**src/rtl/prog_loader_pkg.sv**
```systemverilog
// Shared types and constants for the UART-to-inst_mem program loader.
package prog_loader_pkg;

    localparam int unsigned WORD_W    = 16;
    localparam int unsigned BYTE_W    = 8;
    localparam int unsigned MAX_WORDS = 256;
    localparam int unsigned CNT_W     = $clog2(MAX_WORDS + 1);

    typedef enum logic [2:0] {
        IDLE  = 3'd0,
        CNT   = 3'd1,
        HI    = 3'd2,
        LO    = 3'd3,
        WRITE = 3'd4,
        CSUM  = 3'd5,
        DONE  = 3'd6,
        ERR   = 3'd7
    } state_e;

    // States in which a UART byte may be consumed; also where the idle timer runs.
    function automatic logic takes_byte(input state_e s);
        return (s == CNT) || (s == HI) || (s == LO) || (s == CSUM);
    endfunction

endpackage

```
**src/rtl/loader_timeout.sv**
```systemverilog
// Inter-byte idle timer: counts enabled cycles since the last clear and flags
// the cycle in which TIMEOUT_CYC idle cycles will have elapsed.
module loader_timeout #(
    parameter int unsigned TIMEOUT_CYC = 1_000_000,
    parameter int unsigned TO_W        = 20
) (
    input  logic clk_i,
    input  logic rst_i,
    input  logic clr_i,
    input  logic en_i,
    output logic expired_o
);

    logic [TO_W-1:0] cnt_q;

    assign expired_o = en_i && (cnt_q == TO_W'(TIMEOUT_CYC - 1));

    always_ff @(posedge clk_i) begin
        if (rst_i || clr_i) begin
            cnt_q <= '0;
        end else if (en_i) begin
            cnt_q <= cnt_q + TO_W'(1);
        end
    end

endmodule

```
**src/rtl/prog_loader.sv**
```systemverilog
// Program loader: assembles UART bytes into 16-bit words, writes inst_mem and
// holds the CPU until a full image is loaded. Optional macro: LOADER_CSUM_EN.
module prog_loader
    import prog_loader_pkg::*;
#(
    parameter logic [7:0]  BASE_ADDR   = 8'h00,
    parameter int unsigned TIMEOUT_CYC = 1_000_000,
    parameter int unsigned TO_W        = 20
) (
    input  logic              clk_50MHz,
    input  logic              reset_n,
    input  logic              start,
    input  logic              rx_valid,
    input  logic [BYTE_W-1:0] rx_data,
    output logic              rx_ready,
    output logic [7:0]        mem_addr,
    output logic [WORD_W-1:0] mem_data,
    output logic              mem_wren,
    output logic [CNT_W-1:0]  word_cnt,
    output logic              cpu_hold,
    output logic              load_done,
    output logic              err
);

    state_e              state_q, state_d;
    logic [CNT_W-1:0]    remaining_q, remaining_d;
    logic [BYTE_W-1:0]   hi_q, hi_d;
    logic [7:0]          mem_addr_q, mem_addr_d;
    logic [WORD_W-1:0]   mem_data_q, mem_data_d;
    logic [CNT_W-1:0]    word_cnt_q, word_cnt_d;
    logic                cpu_hold_q, cpu_hold_d;
    logic                load_done_q, load_done_d;
    logic                err_q, err_d;
    logic                rx_ready_q;
    logic                mem_wren_q;
`ifdef LOADER_CSUM_EN
    logic [BYTE_W-1:0]   csum_q, csum_d;
`endif

    logic accept;
    logic to_expired;

    assign accept = rx_valid && rx_ready_q;

    loader_timeout #(
        .TIMEOUT_CYC (TIMEOUT_CYC),
        .TO_W        (TO_W)
    ) u_timeout (
        .clk_i     (clk_50MHz),
        .rst_i     (reset_n),
        .clr_i     (accept || !rx_ready_q),
        .en_i      (rx_ready_q),
        .expired_o (to_expired)
    );

    always_comb begin
        state_d     = state_q;
        remaining_d = remaining_q;
        hi_d        = hi_q;
        mem_addr_d  = mem_addr_q;
        mem_data_d  = mem_data_q;
        word_cnt_d  = word_cnt_q;
        cpu_hold_d  = cpu_hold_q;
        load_done_d = load_done_q;
        err_d       = err_q;
`ifdef LOADER_CSUM_EN
        csum_d      = csum_q;
`endif

        case (state_q)
            IDLE, DONE, ERR: begin
                if (start) begin
                    state_d     = CNT;
                    word_cnt_d  = '0;
                    load_done_d = 1'b0;
                    err_d       = 1'b0;
                    mem_addr_d  = BASE_ADDR;
                    cpu_hold_d  = 1'b1;
`ifdef LOADER_CSUM_EN
                    csum_d      = '0;
`endif
                end
            end
            CNT: begin
                if (accept) begin
                    remaining_d = (rx_data == '0) ? CNT_W'(MAX_WORDS) : CNT_W'(rx_data);
                    state_d     = HI;
                end
            end
            HI: begin
                if (accept) begin
                    hi_d    = rx_data;
`ifdef LOADER_CSUM_EN
                    csum_d  = csum_q ^ rx_data;
`endif
                    state_d = LO;
                end
            end
            LO: begin
                if (accept) begin
                    mem_data_d = {hi_q, rx_data};
`ifdef LOADER_CSUM_EN
                    csum_d     = csum_q ^ rx_data;
`endif
                    state_d    = WRITE;
                end
            end
            WRITE: begin
                mem_addr_d  = mem_addr_q + 8'd1;
                word_cnt_d  = word_cnt_q + CNT_W'(1);
                remaining_d = remaining_q - CNT_W'(1);
                if (remaining_q > CNT_W'(1)) begin
                    state_d = HI;
                end else begin
`ifdef LOADER_CSUM_EN
                    state_d     = CSUM;
`else
                    state_d     = DONE;
                    load_done_d = 1'b1;
                    cpu_hold_d  = 1'b0;
`endif
                end
            end
`ifdef LOADER_CSUM_EN
            CSUM: begin
                if (accept) begin
                    if (rx_data == csum_q) begin
                        state_d     = DONE;
                        load_done_d = 1'b1;
                        cpu_hold_d  = 1'b0;
                    end else begin
                        state_d    = ERR;
                        err_d      = 1'b1;
                        cpu_hold_d = 1'b1;
                    end
                end
            end
`endif
            default: ;
        endcase

        // An accepted byte in the expiry cycle wins; the timer only runs while waiting.
        if (to_expired && !accept) begin
            state_d    = ERR;
            err_d      = 1'b1;
            cpu_hold_d = 1'b1;
        end
    end

    always_ff @(posedge clk_50MHz) begin
        if (reset_n) begin
            state_q     <= IDLE;
            remaining_q <= '0;
            hi_q        <= '0;
            mem_addr_q  <= BASE_ADDR;
            mem_data_q  <= '0;
            word_cnt_q  <= '0;
            cpu_hold_q  <= 1'b1;
            load_done_q <= 1'b0;
            err_q       <= 1'b0;
            rx_ready_q  <= 1'b0;
            mem_wren_q  <= 1'b0;
`ifdef LOADER_CSUM_EN
            csum_q      <= '0;
`endif
        end else begin
            state_q     <= state_d;
            remaining_q <= remaining_d;
            hi_q        <= hi_d;
            mem_addr_q  <= mem_addr_d;
            mem_data_q  <= mem_data_d;
            word_cnt_q  <= word_cnt_d;
            cpu_hold_q  <= cpu_hold_d;
            load_done_q <= load_done_d;
            err_q       <= err_d;
            rx_ready_q  <= takes_byte(state_d);
            mem_wren_q  <= (state_d == WRITE);
`ifdef LOADER_CSUM_EN
            csum_q      <= csum_d;
`endif
        end
    end

    assign rx_ready  = rx_ready_q;
    assign mem_addr  = mem_addr_q;
    assign mem_data  = mem_data_q;
    assign mem_wren  = mem_wren_q;
    assign word_cnt  = word_cnt_q;
    assign cpu_hold  = cpu_hold_q;
    assign load_done = load_done_q;
    assign err       = err_q;

endmodule

```
**config.mk**
```make
export PLATFORM = sky130hd
export DESIGN_NAME = prog_loader
export DESIGN_NICKNAME = d
export VERILOG_FILES = /design/src/rtl/prog_loader_pkg.sv /design/src/rtl/loader_timeout.sv /design/src/rtl/prog_loader.sv
export SDC_FILE = /design/constraint.sdc
export NUM_CORES = 1
export LEC_CHECK = 0
export ABC_AREA = 1
export ABC_CLOCK_PERIOD_IN_PS = 3100
export BUFFER_PORTS_ARGS = -buffer_cell sky130_fd_sc_hd__buf_4
export CORE_MARGIN = 5
export CORE_UTILIZATION = 40
export DETAILED_ROUTE_END_ITERATION = 7
export PLACE_DENSITY = 0.64
export SLEW_MARGIN = 20
export SYNTH_ARGS = -nofsm -noshare
export SYNTH_HDL_FRONTEND = slang
export SYNTH_SLANG_ARGS = --single-unit
```
**constraint.sdc**
```tcl
create_clock -name clk_50MHz -period 3.1 [get_ports clk_50MHz]
set_input_delay 0.62 -clock clk_50MHz [delete_from_list [all_inputs] [get_ports clk_50MHz]]
set_output_delay 0.62 -clock clk_50MHz [all_outputs]
set_load 0.01 [all_outputs]
```
==> flow_summary.yaml <==
critical_path:
  end_kind: "flip-flop"
  critPathKind: "flip-flop to flip-flop"
  arrival_ns: 2.35
  start_kind: "flip-flop"
  crit_path_max_fanout: 23
  crit_required_ns: 3.39
  timing.rr.start: "rx_ready$_SDFF_PP0_"
  crit_start: "rx_ready$_SDFF_PP0_"
finish:
  instances_no_fill: 693
  finish.utilization_pct: 47.23
  drive_gt1_share_pct: 13.75
  fillCellCount: 905
  final_nets: 594
  area_growth_pct: 16.99
  diodes: 0
synthesis:
  yosysWarnings: 0
  syn_nets: 549
  synth_area_per_cell_sq_um: 6.879
  ys_seq_area_share_pct: 42.67
  ys_dominant_reg_cell: "dfxtp_1"
  ys_top_cells_by_area: "dfxtp_1, nand2_1, nor2_1"
  synth_top_cell_area_share_pct: 42.67
  ys_types: 35
  synth_edf_count: 0
  async_reset_ff_share_pct: 0
  yosys.area.top_type: "dfxtp_1"
  synthCells: 532
  syn_area_sq_mm: 0.003660
  synth-seq-cells: 78
status:
  status: "finished clean"
clocking:
  cts_tree: "yes"
  numCtsBuffers: 9
  htreeDepth: 3
  clkTransAtPathRegs_ns: 0.09
  root_buffer: "clkbuf_8"
  postCtsSetupRepairBufs: 0
  holdBufCountCts: 0
  ctsLongestPathBuffers: 2
  clkLatencyLatePin_ns: 0.36
  post_cts_resized: 0
  clock-sinks: 78
power_and_ir_drop:
  peakVddDrop_v: 0.0002285
  power.density_mw_per_mm2: 442.7
  p_leak_uw: 0.001742
  totalPowerFinal_uw: 1895
place:
  globalplace.congestion: 0.8602
  placed_cells: 677
  hpwl_mm: 6.383
  io_buffer_count: 49
timing:
  min_period_ns: 2.061
  fin_worst_skew_ns: 0.01690
  fin_hold_ws_ns: 0.4530
  finalHoldViolations: 0
  worst_pin_slew_ns: 0.7957
  setup_tns_ns: 0
  rsz0062_at_grt: "no"
  slew_violations: 0
  setup_viol: 0
  relSlewSlack_pct: 46.89
  fin_crit_sh_pct: 66.47
  max_freq_mhz: 485.3
drt:
  drc: 0
  drt-total-wl_mm: 8.857
  wl_per_cell_um: 12.78
  first_pass_iters: 5
  routed_via_density: 5.022
  drtIter0Drc: 156
  vias: 3480
  postRouteAntennaNets: 0
global_routing:
  overflow: 0
  grt_max_degree: 31
  grt_pass1_vias: 3350
  antenna_found_initial: 0
  grt_first_pass_wirelength_mm: 15.15
  grt_usage_pct: 16.44
floorplan:
  fp.dieH_um: 105.7
  dieArea_sq_mm: 0.01116
  io_pins: 50
  die_x_um: 105.7
  core_area_sq_mm: 0.009065
  rows: 35
  start_util_pct: 40.37
flow_run:
  cap_violations: 0
hold_path:
  worstHoldStart: "u_timeout.cnt_q[0]$_SDFFE_PP0P_"
  min_path_type: "flip-flop to flip-flop"
## worst max-delay path, cell delays in order, from the launching register on
cell and delay, ns:
dfxtp_1 0.56, nand2_1 0.17, inv_1 0.14, nand2_1 0.27
inv_1 0.55, o21ai_0 0.16, a21oi_1 0.15
## layer usage
layer	GRT usage, %	wire [um]	up-vias
li1	-	-	1822
met1	21.91	4200	1562
met2	25.73	3955	83
met3	3.001	530	13
met4	7.586	170	0
met5	0	0	-
## stage by stage
stage | instance area (sq um) | worst slack (ns)
after floorplan | 3660 | 1.625
after global placement | 4094 | 1.064
after detailed placement | 4094 | 0.9538
after CTS | 4282 | 1.016
after global routing | 4282 | 0.7890
final | 4282 | 1.039
## cell usage after synthesis, types with 5 or more instances
cell and number:
nand2_1 102, nor2_1 89, dfxtp_1 78, inv_1 59
o21ai_0 52, a21oi_1 49, nand3_1 26, nor3_1 9
clkbuf_1 8, nand4_1 7, ha_1 5, nand3b_1 5
## layout by cell type (no fill, tap or decap), types with 2 or more instances in the layout
cell	n
xnor2_1	2
nand3b_1	5
nor2_2	2
ha_1	5
xor2_1	4
nor2_1	89
nand2_1	102
buf_4	50
inv_1	59
inv_6	2
inv_2	4
dfxtp_1	78
inv_8	2
nand3_1	26
a21oi_1	49
a31oi_1	3
clkinvlp_4	2
nand2_2	3
clkbuf_8	9
nand4_1	7
nor3_1	9
o211ai_1	2
o22ai_1	2
o21ai_0	52
## path summary, 6_finish.rpt
kind | endpoint | cells past startpoint | slack, ns
max reg2reg | mem_data[0]$_SDFFE_PP0P_ | 6 | 1.04
min | u_timeout.cnt_q[0]$_SDFFE_PP0P_ | 1 | 0.45
min reg2reg | u_timeout.cnt_q[0]$_SDFFE_PP0P_ | 1 | 0.45
max | mem_data[0]$_SDFFE_PP0P_ | 6 | 1.04
## layout make-up
class | instances | area [sq um] | share of cell area, %
repair buffers | 50 | 375.4 | 8.767
flip-flops and latches | 78 | 1562 | 36.47
well taps | 111 | 138.9 | 3.244
clock inverters | 7 | 63.81 | 1.490
inverters | 63 | 236.5 | 5.523
multi-input cells | 375 | 1782 | 41.61
clock buffers | 9 | 123.9 | 2.893
## registers in the layout (all words and copies together) (netlist names)
register / flops
word_cnt: 9
mem_data: 16
u_timeout.cnt_q: 20
mem_wren: 1
cpu_hold: 1
err: 1
load_done: 1
rx_ready: 1
hi_q: 8
state_q: 3
mem_addr: 8
remaining_q: 9
## logic make-up after synthesis
logic type               Yosys count  share of synthesized area (%)
buffers and inverters             79                          8.649
flip-flops                        78                          42.67
AO/OA/AOI/OAI                    115                          16.55
adder cells (fa/ha/maj)            5                          1.709
XOR/XNOR                           6                          1.436
AND/OR/NAND/NOR                  249                          28.99
## report_power, final
group	total (uW)	internal, uW	leakage, uW	switching [uW]
clock	738	309	0.0000903	429
sequential	1030	1010	0.000629	13.5
combinational	132	44.8	0.00102	87.5
No activity file was read; power rests on OpenSTA's default activity.
